## src/rtl/pc_unit.sv

```systemverilog
// pc_unit: fetch program counter with redirect priority and a circular return-address stack
// Ports: clk, rst (async, active-low); stall_i, flush_i/flush_pc_i, branch_taken_i/branch_target_i,
//        call_i, ret_i, jump_target_i in; pc_o, pc_valid_o, ras_empty_o, ras_full_o, misaligned_o out.
// Build option PC_ALIGN_CHECK_EN: keep loaded targets unmodified and flag misaligned pc_o;
//        when undefined, targets are force-aligned to INSTR_BYTES and misaligned_o is tied 0.
module pc_unit #(
  parameter int WIDTH = 32,
  parameter logic [WIDTH-1:0] RESET_VECTOR = '0,
  parameter int RAS_DEPTH = 4,
  parameter int INSTR_BYTES = 4
) (
  input  logic             clk,
  input  logic             rst,
  input  logic             stall_i,
  input  logic             flush_i,
  input  logic [WIDTH-1:0] flush_pc_i,
  input  logic             branch_taken_i,
  input  logic [WIDTH-1:0] branch_target_i,
  input  logic             call_i,
  input  logic             ret_i,
  input  logic [WIDTH-1:0] jump_target_i,
  output logic [WIDTH-1:0] pc_o,
  output logic             pc_valid_o,
  output logic             ras_empty_o,
  output logic             ras_full_o,
  output logic             misaligned_o
);
  localparam int PW = $clog2(RAS_DEPTH);
  localparam logic [WIDTH-1:0] LOW = WIDTH'(INSTR_BYTES - 1);
  localparam logic [WIDTH-1:0] STEP = WIDTH'(INSTR_BYTES);
  localparam logic [PW:0] FULL = (PW + 1)'(RAS_DEPTH);
  logic [WIDTH-1:0] ras [RAS_DEPTH];
  logic [WIDTH-1:0] pc_q, pc_n, seq, wr_data;
  logic [PW-1:0] sp, sp_n, wr_idx;
  logic [PW:0] cnt, cnt_n;
  logic valid_q, wr_en, empty;
  function automatic logic [WIDTH-1:0] align(input logic [WIDTH-1:0] x);
`ifdef PC_ALIGN_CHECK_EN
    return x;
`else
    return x & ~LOW;
`endif
  endfunction
  assign seq = pc_q + STEP;
  assign empty = cnt == '0;
  assign wr_data = seq;
  // sp indexes the top entry; a push writes one above it, so a full stack overwrites the oldest
  always_comb begin
    pc_n = seq;
    sp_n = sp;
    cnt_n = cnt;
    wr_en = 1'b0;
    wr_idx = sp;
    if (!valid_q) pc_n = pc_q;
    else if (flush_i) begin
      pc_n = align(flush_pc_i);
      cnt_n = '0;
    end
    else if (branch_taken_i) pc_n = align(branch_target_i);
    else if (stall_i) pc_n = pc_q;
    else if (call_i && ret_i && !empty) begin
      pc_n = align(jump_target_i);
      wr_en = 1'b1;
    end
    else if (call_i) begin
      pc_n = align(jump_target_i);
      wr_en = 1'b1;
      wr_idx = sp + 1'b1;
      sp_n = sp + 1'b1;
      cnt_n = cnt == FULL ? cnt : cnt + 1'b1;
    end
    else if (ret_i && !empty) begin
      pc_n = ras[sp];
      sp_n = sp - 1'b1;
      cnt_n = cnt - 1'b1;
    end
  end
  always_ff @(posedge clk or negedge rst)
    if (!rst) begin
      pc_q <= RESET_VECTOR;
      valid_q <= 1'b0;
      sp <= '0;
      cnt <= '0;
    end else begin
      pc_q <= pc_n;
      valid_q <= 1'b1;
      sp <= sp_n;
      cnt <= cnt_n;
    end
  always_ff @(posedge clk)
    if (wr_en) ras[wr_idx] <= wr_data;
`ifdef PC_ALIGN_CHECK_EN
  logic mis_q;
  always_ff @(posedge clk or negedge rst)
    if (!rst) mis_q <= 1'b0;
    else mis_q <= |(pc_n & LOW);
  assign misaligned_o = mis_q;
`else
  assign misaligned_o = 1'b0;
`endif
  assign pc_o = pc_q;
  assign pc_valid_o = valid_q;
  assign ras_empty_o = empty;
  assign ras_full_o = cnt == FULL;
endmodule

```

## config.mk

```make
export PLATFORM = sky130hd
export DESIGN_NAME = pc_unit
export DESIGN_NICKNAME = d
export VERILOG_FILES = /design/src/rtl/pc_unit.sv
export SDC_FILE = /design/constraint.sdc
export NUM_CORES = 1
export LEC_CHECK = 0
export BUFFER_PORTS_ARGS = -buffer_cell sky130_fd_sc_hd__buf_2
export CORE_MARGIN = 2
export CORE_UTILIZATION = 30
export CTS_CLUSTER_DIAMETER = 200
export DETAILED_ROUTE_END_ITERATION = 10
export GPL_TIMING_DRIVEN = 1
export PLACE_DENSITY = 0.56
export SLEW_MARGIN = 20
export SYNTH_ARGS = -nofsm -noshare
export SYNTH_HDL_FRONTEND = slang
export SYNTH_SLANG_ARGS = --single-unit
export TNS_END_PERCENT = 100
```

## constraint.sdc

```tcl
create_clock -name clk -period 7.8 [get_ports clk]
set_input_delay 1.56 -clock clk [delete_from_list [all_inputs] [get_ports clk]]
set_output_delay 1.56 -clock clk [all_outputs]
set_load 0.01 [all_outputs]
```

==> results.json <==
{
  "synth_compound_area_frac": 0.144,
  "fin_skew_ns": 0.00881,
  "hold_depth": 1,
  "antenna_found_initial": 0,
  "drtPass1Iterations": 5,
  "cts_buffers": 17,
  "rows": 60,
  "slew_violations": 0,
  "io_buffers": 131,
  "synth_top_cell_by_area": "edfxtp_1",
  "die_y_um": 170,
  "worstMarginPinSlew_ns": 1.07,
  "rsz0062_at_grt": "no",
  "status": "complete, no violations",
  "htree_levels": 4,
  "ctsResizeCount": 0,
  "ys_top_cells_by_area": "edfxtp_1 (46%), dfrtp_1 (11%), mux4_2 (8.7%)",
  "cts_setup_buffers": 0,
  "layout-drive-gt1-share": 0.313,
  "cap_violations": 0,
  "path_class": "input pin to flop",
  "fp.dieArea_um2": 29000,
  "r2r_setup_slack_ns": 4.57,
  "wl_per_cell_um": 22.5,
  "clock.fmax_mhz": 202,
  "first_iter_violations": 547,
  "power_switching_share": 0.295,
  "drtAntennaViolNets": 0,
  "io_pins": 139,
  "cts.sinks": 166,
  "avgViaCountPerCell": 5.45,
  "gp_congestion": 0.747,
  "clkTransAtPathRegs_ns": 0.06,
  "p_leak_uw": 0.00356,
  "antenna_cells": 0,
  "clock_latency_ns": 0.43,
  "synth_nets": 729,
  "critical_path_arrival_ns": 5.05,
  "grt_remaining_overflow": 0,
  "slew_headroom": 0.288,
  "die_x_um": 170,
  "grt_max_degree": 44,
  "fin_tns_setup_ns": 0,
  "clock-root-buffer": "clkbuf_16",
  "r2r-end": "ras[3][13]",
  "seqPwrFrac": 0.445,
  "hold_end": "pc_o[31]",
  "reg2reg_depth": 6,
  "worstSetupStartpointType": "input pin",
  "hp-start": "pc_o[31]",
  "avgSynthCellArea_um2": 13.3,
  "end_kind": "flop",
  "drcViolationCount": 0,
  "synth_edf_count": 128,
  "ys_ff_latch": 166,
  "grt_util_all_layers": 0.172,
  "required_ns": 7.90,
  "grt_pass1_wl_um": 36600,
  "clockPowerShare": 0.333,
  "place_ws_ns": 2.30,
  "worstPathMaxFanout": 37,
  "cts_tree": "done",
  "cts_max_path_buffers": 2,
  "fin_crit_sh": 0.634,
  "p_sw_uw": 735,
  "synthCells": 622,
  "core_area_um2": 27000,
  "initial_utilization": 0.307,
  "synth_seq_area_share": 0.579,
  "grt_pass1_vias": 5841,
  "hold_path.class": "flop to flop",
  "power_density_nw_per_um2": 254,
  "synth_fa_ha_area_frac": 0.00695,
  "cts_hold_buffers": 0,
  "yosys_warnings": 0,
  "yosysUniqueCellTypes": 72,
  "synthToLayoutAreaGrowth_pct": 18.5,
  "internal-power_uw": 1750,
  "drt_wl_total_um": 24600,
  "detailroute.via_count": 5973,
  "setup_ws_ns": 2.85,
  "max-vdd-ir-drop_mv": 0.150,
  "syn_area_um2": 8290,
  "dp_hpwl_um": 16600,
  "synth_mux_area_frac": 0.0870,
  "layout_min_cycle_time_ns": 4.95,
  "synth-xor-area-share": 0.0338,
  "fin_util": 0.363,
  "nets": 848,
  "synth_top_family_by_area": "compound AO/OA/AOI/OAI gates",
  "synth_top_area_share": 0.464,
  "dp_cells": 1063,
  "setup_viol": 0,
  "synthArstFlopShare": 0.229,
  "p_comb_frac": 0.222,
  "hold_viol_final": 0,
  "synthSimpleGateAreaFrac": 0.110,
  "fin_cells": 1095,
  "r2r-start": "cnt[0]",
  "ys.flop_type": "edfxtp_1",
  "whs_ns": 0.589
}
[cell usage in the layout (no fill, tap or decap), types with 8 or more instances in the layout]
master and count:
a21oi_1 14, a221o_1 9, a221oi_1 10, a31oi_1 8, buf_2 131, buf_4 16
clkbuf_16 17, dfrtp_1 37, edfxtp_1 128, inv_1 12, mux4_2 32, nand2_1 53
nand3_1 18, nor2_1 22, nor2b_1 13, o21ai_0 26, o22ai_1 16, o31ai_1 20
xnor2_1 19, xor2_1 13
[how the worst max path moves through the flow]
stage | cells after the start | to | slack (ns) | start
after global placement | 8 | ras[1][17] | 2.38 | branch_taken_i
after CTS | 8 | ras[2][13] | 2.82 | branch_taken_i
after detailed placement | 8 | ras[2][17] | 2.30 | branch_taken_i
final | 8 | ras[2][8] | 2.85 | branch_taken_i
after global routing | 8 | ras[1][15] | 2.63 | branch_taken_i
after floorplan | 5 | ras[0][0] | 3.25 | call_i
[power groups by stage]
stage | combinational [µW] | clock, µW | sequential, µW
2_1_floorplan | 396 | 0 | 1100
3_5_place_dp | 556 | 0 | 1130
6_report | 553 | 828 | 1110
5_1_grt | 600 | 871 | 1120
3_3_place_gp | 554 | 0 | 1130
4_1_cts | 558 | 839 | 1110
[flip-flops by register name, summed over array words and instances (netlist names)]
| register | flops |
|---|---|
| cnt | 3 |
| pc_o | 32 |
| pc_valid_o | 1 |
| ras | 128 |
| sp | 2 |
[worst max-delay path, stage by stage]
cell and delay, ns:
buf_2 0.28, or2_2 0.64, o21ai_2 0.08, buf_4 0.30, nor2_1 0.51, nand2_1 0.36, nor2_2 0.85, buf_4 0.44
[through the flow]
step | area, µm² | power (µW)
global route | 9820 | 2590
CTS | 9820 | 2510
floorplan | 8290 | 1500
global placement | 9250 | 1680
detailed placement | 9250 | 1680
finish | 9820 | 2490
[per-layer routing]
layer  wire length, µm  global-route usage  vias to the layer above
li1                  -                   -                     2699
met1             10800               0.231                     3041
met2             12100               0.282                      195
met3              1250              0.0286                       38
met4               503              0.0587                        0
met5                 0                   0                        -
[cell families after synthesis]
| group | count (synthesis) |
|---|---|
| xor+xnor | 32 |
| simple gates | 166 |
| fa+ha+maj | 4 |
| buf+inv | 60 |
| other cells | 2 |
| mux | 32 |
| flops | 166 |
| compound gates | 160 |
[cells in the mapped netlist, types with 9 or more instances]
cell type,instances
a21oi_1,15
o22ai_1,16
xor2_1,13
xnor2_1,19
inv_1,12
mux4_2,32
a221oi_1,10
o21ai_0,26
edfxtp_1,128
nor2b_1,13
o31ai_1,20
nor2_1,27
dfrtp_1,38
nand2_1,53
a221o_1,9
clkbuf_1,22
nand3_1,18
[final cells by class]
class,instances,area [µm²]
timing repair buffer,147,776
sequential,166,4800
clock buffer,20,447
tap,341,427
clock inverter,12,128
multi-input combinational,396,3200
inverter,13,48.8
fill,2631,17200
Power figures use the tool's default switching activity.
